## src/rtl/mips_pkg.sv

```systemverilog
// rtl/mips_pkg.sv - shared fetch-side constants and FSM state encoding
package mips_pkg;

    localparam int          ADDR_W   = 32;
    localparam int          INSTR_W  = 32;
    localparam logic [31:0] RESET_PC = 32'h0000_0000;
    localparam logic [31:0] PC_STEP  = 32'h0000_0004;

    typedef enum logic [1:0] {
        S_IDLE  = 2'd0,
        S_RUN   = 2'd1,
        S_FAULT = 2'd2
    } ifu_state_t;

endpackage

```

## src/rtl/instr_fetch_unit.sv

```systemverilog
// rtl/instr_fetch_unit.sv - instruction fetch initiator: PC, imem address, valid/ready to decode
//
// Owns the PC, issues one address per cycle to a registered-read instruction
// memory, pairs each returned word with its PC and hands it to decode.
// Optional feature macro: IFU_ALIGN_CHECK_EN (misaligned redirect -> sticky fault).
//
// Ports:
//   clk, reset        clock; asynchronous active-high reset
//   fetch_en          1 = keep fetching, 0 = drain the pending word and idle
//   redirect_valid/pc one-cycle redirect pulse and its byte target
//   imem_addr         combinational address to instruction memory
//   imem_instruction  memory read data (one cycle after imem_addr)
//   out_valid/ready   handshake to decode; out_instr/out_pc carry the word
//   fetch_fault       misaligned redirect seen (macro build only, else 0)
module instr_fetch_unit
    import mips_pkg::*;
#(
    parameter int                ADDR_W   = mips_pkg::ADDR_W,
    parameter int                INSTR_W  = mips_pkg::INSTR_W,
    parameter logic [ADDR_W-1:0] RESET_PC = ADDR_W'(mips_pkg::RESET_PC),
    parameter logic [ADDR_W-1:0] PC_STEP  = ADDR_W'(mips_pkg::PC_STEP)
) (
    input  logic               clk,
    input  logic               reset,
    input  logic               fetch_en,
    input  logic               redirect_valid,
    input  logic [ADDR_W-1:0]  redirect_pc,
    output logic [ADDR_W-1:0]  imem_addr,
    input  logic [INSTR_W-1:0] imem_instruction,
    output logic               out_valid,
    input  logic               out_ready,
    output logic [INSTR_W-1:0] out_instr,
    output logic [ADDR_W-1:0]  out_pc,
    output logic               fetch_fault
);

    localparam logic [ADDR_W-1:0] WORD_MASK = ~ADDR_W'(3);

    ifu_state_t        state;
    ifu_state_t        state_n;
    logic [ADDR_W-1:0] fetch_pc;
    logic [ADDR_W-1:0] fetch_pc_n;
    logic [ADDR_W-1:0] resp_pc;
    logic [ADDR_W-1:0] resp_pc_n;
    logic              resp_valid;
    logic              resp_valid_n;

    logic              hold;
    logic [ADDR_W-1:0] redir_pc;
    logic              redir_misaligned;
    logic              redir_ok;

    // A presented word that decode refuses: replay its address so the
    // memory re-presents the same data next cycle instead of buffering it.
    assign hold = resp_valid & ~out_ready;

`ifdef IFU_ALIGN_CHECK_EN
    assign redir_pc         = redirect_pc;
    assign redir_misaligned = redirect_valid & (redirect_pc[1:0] != 2'b00);
`else
    // Low bits are dropped so a redirect always lands on a word boundary.
    assign redir_pc         = redirect_pc & WORD_MASK;
    assign redir_misaligned = 1'b0;
`endif

    assign redir_ok = redirect_valid & ~redir_misaligned;

    // A misaligned target is never sent to memory; the address stays at fetch_pc.
    always_comb begin
        if (redir_ok) begin
            imem_addr = redir_pc;
        end else if (hold && !redir_misaligned) begin
            imem_addr = resp_pc;
        end else begin
            imem_addr = fetch_pc;
        end
    end

    assign out_valid = resp_valid & ~redirect_valid & (state != S_FAULT);
    assign out_instr = imem_instruction;
    assign out_pc    = resp_pc;

`ifdef IFU_ALIGN_CHECK_EN
    assign fetch_fault = (state == S_FAULT);
`else
    assign fetch_fault = 1'b0;
`endif

    always_ff @(posedge clk or posedge reset) begin
        if (reset) begin
            state      <= S_IDLE;
            fetch_pc   <= RESET_PC;
            resp_pc    <= RESET_PC;
            resp_valid <= 1'b0;
        end else begin
            state      <= state_n;
            fetch_pc   <= fetch_pc_n;
            resp_pc    <= resp_pc_n;
            resp_valid <= resp_valid_n;
        end
    end

    always_comb begin
        state_n      = state;
        fetch_pc_n   = fetch_pc;
        resp_pc_n    = resp_pc;
        resp_valid_n = resp_valid;

        if (redir_misaligned) begin
            state_n      = S_FAULT;
            resp_valid_n = 1'b0;
        end else begin
            case (state)
                S_RUN: begin
                    if (redir_ok) begin
                        resp_pc_n    = redir_pc;
                        fetch_pc_n   = redir_pc + PC_STEP;
                        resp_valid_n = 1'b1;
                    end else if (hold) begin
                        resp_valid_n = 1'b1;
                    end else if (fetch_en) begin
                        resp_pc_n    = fetch_pc;
                        fetch_pc_n   = fetch_pc + PC_STEP;
                        resp_valid_n = 1'b1;
                    end else begin
                        // Leaving on this edge: the word just accepted was the last one.
                        resp_valid_n = 1'b0;
                    end
                    if (!fetch_en && !hold) begin
                        state_n = S_IDLE;
                    end
                end
                S_IDLE: begin
                    resp_valid_n = hold;
                    if (redir_ok) begin
                        fetch_pc_n   = redir_pc;
                        resp_valid_n = 1'b0;
                    end
                    if (fetch_en) begin
                        state_n = S_RUN;
                    end
                end
                S_FAULT: begin
                    resp_valid_n = 1'b0;
                    if (redir_ok) begin
                        if (fetch_en) begin
                            state_n      = S_RUN;
                            resp_pc_n    = redir_pc;
                            fetch_pc_n   = redir_pc + PC_STEP;
                            resp_valid_n = 1'b1;
                        end else begin
                            state_n    = S_IDLE;
                            fetch_pc_n = redir_pc;
                        end
                    end
                end
                default: begin
                    state_n      = S_IDLE;
                    resp_valid_n = 1'b0;
                end
            endcase
        end
    end

endmodule

```

## config.mk

```make
export PLATFORM = sky130hd
export DESIGN_NAME = instr_fetch_unit
export DESIGN_NICKNAME = d
export VERILOG_FILES = /design/src/rtl/mips_pkg.sv /design/src/rtl/instr_fetch_unit.sv
export SDC_FILE = /design/constraint.sdc
export NUM_CORES = 1
export LEC_CHECK = 0
export CORE_MARGIN = 2
export CORE_UTILIZATION = 30
export DETAILED_ROUTE_END_ITERATION = 6
export PLACE_DENSITY = 0.6
export SYNTH_ARGS = -nofsm -noshare
export SYNTH_HDL_FRONTEND = slang
export SYNTH_SLANG_ARGS = --single-unit
```

## constraint.sdc

```tcl
create_clock -name clk -period 2.6 [get_ports clk]
set_input_delay 0.52 -clock clk [delete_from_list [all_inputs] [get_ports clk]]
set_output_delay 0.52 -clock clk [all_outputs]
set_load 0.1 [all_outputs]
```

Word-level counts from Yosys, hierarchy flattened
Cells that the tools add are included. W data, S select, Z words.

Input bits: 69. Logic and storage cells: 56. Register bits: 67. Output and inout port bits: 98.

Reductions and logical operators: 9. $add $sub $neg: 2. Equality and inequality tests: 10. Bitwise operators: 5. Mux-type cells: 26.

Operators by type and width (count): $mux W32 (13); $pmux W32 S3 (1); $add A32 B3 Y32 const B (2); $pmux W32 S2 (1); $ne A2 B2 Y1 const B (6); $reduce_and A5 Y1 (2); $mux W1 (6); $mux W2 (3); $ne A3 B3 Y1 const B (2); $pmux W2 S3 (1); $and A1 B1 Y1 (3); $pmux W1 S3 (1); $reduce_and A3 Y1 (1); $reduce_bool A3 Y1 (1); $eq A2 B1 Y1 const B (1); $eq A2 B2 Y1 const B (1); $logic_not A1 Y1 (2); $logic_not A2 Y1 (1); $not A1 Y1 (2); $reduce_bool A2 Y1 (1); $logic_and A1 B1 Y1 (1).

Depth between registers and ports, before layout
Gate-level depths: netlist of run 1.

Depth in word-level cells: 6. Gate-level depth with buffers: 13. Gate-level depth less buffers: 9.

Worst setup path before layout of run 1
OpenSTA, ideal clock, no wires.

Path type: input -> output. Start: input port out_ready. End: output port imem_addr[10]. Path slack: -1.513 ns. Path buffers: 2. Arrival: 3.593 ns. Required time: 2.080 ns. Stages: 5. Cells stage by stage: nand2b_1 -> clkbuf_1 -> clkbuf_1 -> mux2i_1 -> o21ai_0.

Cells in the longest elaborated chain, start to end: 4.

RTL lines: start, declared (RTL line instr_fetch_unit.sv:31) `input logic out_ready,`; $not A1 Y1 (RTL line instr_fetch_unit.sv:55) `assign hold = resp_valid & ~out_ready;`; $and A1 B1 Y1 (RTL line instr_fetch_unit.sv:55); $mux W32 (RTL line instr_fetch_unit.sv:72) `end else if (hold && !redir_misaligned) begin`; $mux W32 (RTL line instr_fetch_unit.sv:70) `if (redir_ok) begin`; end, declared (RTL line instr_fetch_unit.sv:28) `output logic [ADDR_W-1:0] imem_addr,`.

No other way between the ends.

Final worst setup path of run 1
Start: input port out_ready. End: output port imem_addr[20].

The elaborated chain is that of the path after synthesis.

==> results of run 1 <==
## through the flow
stage / setup TNS, ns / instances / setup slack, ns / instance area [sq um]
2_1_floorplan: -1.48 / 579 / -0.208 / 5110
3_3_place_gp: -0.659 / 872 / -0.115 / 6620
3_5_place_dp: -1.75 / 872 / -0.203 / 6620
4_1_cts: 0 / 888 / 0.0668 / 6900
5_1_grt: 0 / 893 / 0.00534 / 6950
6_report: 0 / 893 / 0.0912 / 6950
## how the worst max path moves through the flow
| stage | start | to | slack [ns] |
|---|---|---|---|
| global placement | redirect_pc[2] | fetch_pc[24] | -0.12 |
| detailed placement | redirect_pc[2] | fetch_pc[28] | -0.20 |
| floorplan | out_ready | imem_addr[29] | -0.21 |
| finish | out_ready | imem_addr[20] | 0.09 |
| CTS | out_ready | imem_addr[20] | 0.07 |
| global route | out_ready | imem_addr[20] | 0.005 |
## cell usage after synthesis, drive strengths merged (3+ instances only)
cell type	n	area (sq um)
a21oi	9	45.0
a22oi	3	22.5
a31oi	20	125
and2	4	25.0
and3	3	18.8
buf	42	304
clkbuf	27	101
dfrtp	62	1550
inv	6	22.5
mux2i	54	541
nand2	86	323
nand2b	21	131
nand3	26	130
nand3b	7	52.6
nand4	11	81.3
nand4b	5	43.8
nor2	39	146
nor3	15	75.1
o21a	3	22.5
o21ai	53	265
o22ai	4	25.0
xnor2	35	307
xor2	18	158
## flip-flops by register name, indices dropped and copies added (netlist names)
name	flops
fetch_pc	30
state	1
out_pc	30
resp_valid	1
## area by class of cell
cell class                      instances  area [sq um]
Clock buffer                           16           282
Fill cell                            1471          8310
Inverter                                7          26.3
Multi-Input combinational cell        441          3110
Sequential cell                        62          1550
Tap cell                              211           264
Timing Repair Buffer                  156          1720
## kinds of logic (layout without fill, tap and decap cells)
kind of cell,count (synthesis),in the layout,share of synthesized area (%)
compound gates,102,102,12.6
xor+xnor,53,53,9.87
fa+ha+maj,1,1,0.266
buf+inv,76,179,9.18
flops,62,62,33.0
mux,56,56,12.0
other cells,1,5,0.0797
simple gates,224,224,23.0
## layer usage
layer | track usage [%] | share of wire [%] | vias to the layer above
met2 | 30.1 | 49 | 112
li1 | - | - | 2182
met5 | 0 | 0 | -
met4 | 4.73 | 1.3 | 0
met3 | 4.50 | 5.7 | 21
met1 | 23.0 | 44 | 2183
## worst max-delay path: stages
cell             delay [ns]
clkdlybuf4s50_1        0.45
nand2b_2               0.23
buf_12                 0.20
mux2i_1                0.32
o21ai_4                0.08
buf_12                 0.17
## power by group through the flow
stage	sequential, uW	combinational [uW]	clock [uW]
2_1_floorplan	1870	1290	0
3_3_place_gp	1270	2360	0
3_5_place_dp	1280	2380	0
4_1_cts	1270	2380	1210
5_1_grt	1290	2480	1240
6_report	1270	2370	1170
## what timing repair did
action,4_1_cts,5_1_grt
buffers inserted,0,5
hold endpoints to repair,0,0
endpoints found under the setup margin,0,1
resized for setup,0,2
==> flow_metrics.tcl, run 1 <==
set metrics [dict create \
    netlist_area_sq_um 4700 \
    required_ns 2.08 \
    timing.final.crit_share_pct 96.5 \
    clock_path_buffers 2 \
    max_cap_viol_count 0 \
    postCtsHoldBufs 0 \
    worstHoldStart "out_pc[28]" \
    cts_sinks 62 \
    io_buffers 95 \
    sw_frac_of_total_pct 46.9 \
    end_kind "primary output" \
    syn_to_final_growth_pct 47.7 \
    combPwrFrac_pct 49.3 \
    cts_tree "done" \
    numCtsBuffers 9 \
    ys_seq_area_share_pct 33.0 \
    clk_latency_ns 0.34 \
    pwr_density_cell_nw_per_um2 692 \
    fin_skew_ns 0.00546 \
    r2r-start "fetch_pc[2]" \
    yosysWarnings 0 \
    remaining_drc_errors 0 \
    finalCriticalPeriod_ns 2.51 \
    start_util_pct 30.8 \
    synth_cells 575 \
    drv_slew 0 \
    grt_pass1_vias 4487 \
    hpwl_mm 10.8 \
    die_w_um 129 \
    tightest_slew_ns 0.732 \
    startpoint_type "input pin" \
    routedWlPerCell_um 16.2 \
    critPathKind "input pin to primary output" \
    async_reset_ff_share_pct 100 \
    syn_area_per_cell_sq_um 8.18 \
    pwr-share-clk_pct 24.3 \
    htreeDepth 3 \
    seq_power_share_pct 26.4 \
    p_sw_uw 2260 \
    p_leak_uw 0.00290 \
    die_h_um 129 \
    grt_overflow_total 0 \
    vias_per_cell 5.04 \
    max-vdd-ir-drop_mv 0.355 \
    utilization_pct 45.5 \
    final_common_cell "nand2_1" \
    r2r-end "fetch_pc[28]" \
    drive_above_1_share_pct 26.4 \
    grt_pass1_wl_mm 23.7 \
    min_to "out_pc[28]" \
    grt_max_degree 44 \
    drt_iter0_markers 353 \
    grt_antenna_before_repair 0 \
    dr.pass1.iters 5 \
    arrival_ns 1.99 \
    ys_types 45 \
    n_antenna_cell 0 \
    max_freq_mhz 399 \
    path_clk_slew_ns 0.05 \
    final_cell_mix "nand2_1, buf_4, dfrtp_1" \
    cts_root_buf "clkbuf_16" \
    holdWs_ns 0.524 \
    setup_viol 0 \
    ant_nets 0 \
    gp_congestion 0.846 \
    cp_max_fo 15 \
    final_hold_viol_count 0 \
    rsz0062_at_grt "no" \
    row_count 45 \
    internal_power_uw 2550 \
    maxSlewHeadroom_pct 51.1 \
    grt_usage_pct 17.9 \
    routed_wl_mm 14.5 \
    synth-edff-count 0 \
    synth-main-ff-cell "dfrtp_1" \
    whs_path_depth 2 \
    status "completed" \
    r2r.worst_path.cells 10 \
    total_power_uw 4810 \
    nNetsFinal 747 \
    ys_seq_elements 62 \
    pin_count 167 \
    min_path_type "flip-flop to flip-flop" \
    via_count 4498 \
    die-area_sq_um 16700 \
    rrSetupSlack_ns 0.38 \
    core_region_area_sq_um 15300 \
]
Power figures use the tool's default switching activity.
==> run 2: changes to the inputs <==
--- a/config.mk
+++ b/config.mk
@@ -5,10 +5,12 @@
 export SDC_FILE = /design/constraint.sdc
 export NUM_CORES = 1
 export LEC_CHECK = 0
+export CAP_MARGIN = 20
 export CORE_MARGIN = 2
 export CORE_UTILIZATION = 30
 export DETAILED_ROUTE_END_ITERATION = 6
 export PLACE_DENSITY = 0.6
+export SKIP_LAST_GASP = 1
 export SYNTH_ARGS = -nofsm -noshare
 export SYNTH_HDL_FRONTEND = slang
 export SYNTH_SLANG_ARGS = --single-unit
==> results of run 2 <==
No change in the layout: final DEF, timing and power equal those of run 1.
==> run 3: changes to the inputs <==
--- a/config.mk
+++ b/config.mk
@@ -6,10 +6,11 @@
 export NUM_CORES = 1
 export LEC_CHECK = 0
 export CAP_MARGIN = 20
+export CORE_ASPECT_RATIO = 0.7
 export CORE_MARGIN = 2
 export CORE_UTILIZATION = 30
 export DETAILED_ROUTE_END_ITERATION = 6
-export PLACE_DENSITY = 0.6
+export PLACE_DENSITY = 0.67
 export SKIP_LAST_GASP = 1
 export SYNTH_ARGS = -nofsm -noshare
 export SYNTH_HDL_FRONTEND = slang
==> flow_metrics.tcl, run 3 (synthesized netlist as in run 1, its figures left out) <==
set metrics [dict create \
    start_util_pct 30.5 \
    hpwl_mm 10.8 \
    multi_input_area_sq_um 3100 \
    drv_slew 0 \
    use_met2_pct 24.3 \
    setup_ws_ns 0.115 \
    max_freq_mhz 402 \
    path_clk_slew_ns 0.06 \
    gp_congestion 0.908 \
    grt_max_degree 57 \
    p_sw_uw 2230 \
    min_path_type "input pin to async pin" \
    timing.final.crit_share_pct 95.6 \
    total_power_uw 4720 \
    max_cap_viol_count 0 \
    path_buf_inv 3 \
    status "completed" \
    cts_root_buf "clkbuf_16" \
    regArea_sq_um 1550 \
    pwr_density_cell_nw_per_um2 681 \
    sw_frac_of_total_pct 47.3 \
    numCtsBuffers 9 \
    fin_skew_ns 0.00824 \
    seq_power_share_pct 26.9 \
    arrival_ns 1.97 \
    stdcell_area_sq_um 6930 \
    io_buffers 95 \
    pin_count 167 \
    core_region_area_sq_um 15400 \
    clock_path_buffers 2 \
    drive_above_1_share_pct 26.9 \
    cts_resized 0 \
    dr.pass1.iters 4 \
    ant_nets 0 \
    setup_viol 0 \
    grt_usage_pct 17.3 \
    grt_util_met1_pct 26.6 \
    postCtsHoldBufs 0 \
    placed_cell_area_sq_um 6670 \
    place_ws_ns -0.136 \
    remaining_drc_errors 0 \
    grt_overflow_total 0 \
    required_ns 2.08 \
    rsz0062_at_grt "no" \
    p_leak_uw 0.00292 \
    critPathMaxStageDelay_ns 0.45 \
    die_w_um 154 \
    worstPathCellList "clkdlybuf4s50_1, nand2b_2, buf_4, mux2i_1, o21ai_4, buf_12" \
    grt_antenna_before_repair 0 \
    drt_iter0_markers 314 \
    via_count 4495 \
    rrSetupSlack_ns 0.47 \
    r2r.worst_path.cells 9 \
    cts_sinks 62 \
    final_cell_mix "buf_4, nand2_1, dfrtp_1" \
    die_h_um 109 \
    cp_slowest_cell "clkdlybuf4s50_1" \
    end_kind "primary output" \
    nNetsFinal 754 \
    fill_cells 1469 \
    combPwrFrac_pct 50.3 \
    n_antenna_cell 0 \
    r2r-end "fetch_pc[24]" \
    vias_per_cell 5.07 \
    routedWlPerCell_um 15.8 \
    row_count 38 \
    crit_family "buffers and inverters" \
    htreeDepth 3 \
    routed_wl_mm 14.0 \
    r2r-start "fetch_pc[2]" \
    gr-max-usage-layer "met1" \
    pwr-share-clk_pct 22.8 \
    final_common_cell "buf_4" \
    max-vdd-ir-drop_mv 0.368 \
    grt_pass1_wl_mm 23.0 \
    critPathKind "input pin to primary output" \
    grt_pass1_vias 4295 \
    internal_power_uw 2490 \
    cts_tree "done" \
    finalCriticalPeriod_ns 2.49 \
    cp_max_fo 9 \
    startpoint_type "input pin" \
    cts_setup_buffers 0 \
    grt.met3_usage_pct 3.50 \
    die-area_sq_um 16700 \
    final_hold_viol_count 0 \
    clk_latency_ns 0.33 \
    path_depth 6 \
    syn_to_final_growth_pct 47.4 \
]
## run 3: how the worst max path moves through the flow
stage | start | end | slack, ns
global placement | redirect_pc[2] | fetch_pc[30] | -0.06
finish | out_ready | imem_addr[26] | 0.11
detailed placement | redirect_pc[2] | fetch_pc[24] | -0.14
CTS | out_ready | imem_addr[25] | 0.10
global route | redirect_pc[2] | fetch_pc[26] | 0.006
floorplan | out_ready | imem_addr[29] | -0.21
## run 3: area by class of cell
class / count / area share (%)
clock buffer: 12 / 3.56
clock inverter: 2 / 0.144
inverter: 7 / 0.379
multi-input combinational: 441 / 44.7
sequential: 62 / 22.4
timing repair buffer: 163 / 25.2
tap: 200 / 3.61
## run 3: per-layer routing
layer,share of wire (%),up-vias
li1,-,2192
met1,51,2156
met2,42,135
met3,5.6,12
met4,1.1,0
met5,0,-
## run 3: power by group through the flow
stage | Sequential [uW] | Clock, uW | Combinational [uW]
finish | 1270 | 1080 | 2370
global route | 1290 | 1140 | 2480
global placement | 1280 | 0 | 2370
floorplan | 1870 | 0 | 1290
CTS | 1270 | 1110 | 2390
detailed placement | 1280 | 0 | 2380
## run 3: worst register-to-register path: stages (launching register included)
cell and delay [ns]:
dfrtp_1 0.40, inv_1 0.06, o21ai_1 0.17, ha_2 0.23, nand2_1 0.09, o22ai_4 0.25
nand4b_1 0.25, nor3_1 0.31, xnor2_1 0.16, mux2i_1 0.09
## run 3: per-stage QoR
| stage | util (%) | TNS, ns | hold WS (ns) | cells |
|---|---|---|---|---|
| 2_1_floorplan | - | -1.48 | 0.480 | 579 |
| 3_5_place_dp | 43.3 | -0.813 | 0.502 | 873 |
| 5_1_grt | 45.0 | 0 | 0.461 | 887 |
| 3_3_place_gp | 43.3 | -0.351 | 0.493 | 873 |
| 6_report | 45.0 | 0 | 0.442 | 887 |
| 4_1_cts | 45.0 | 0 | 0.428 | 887 |
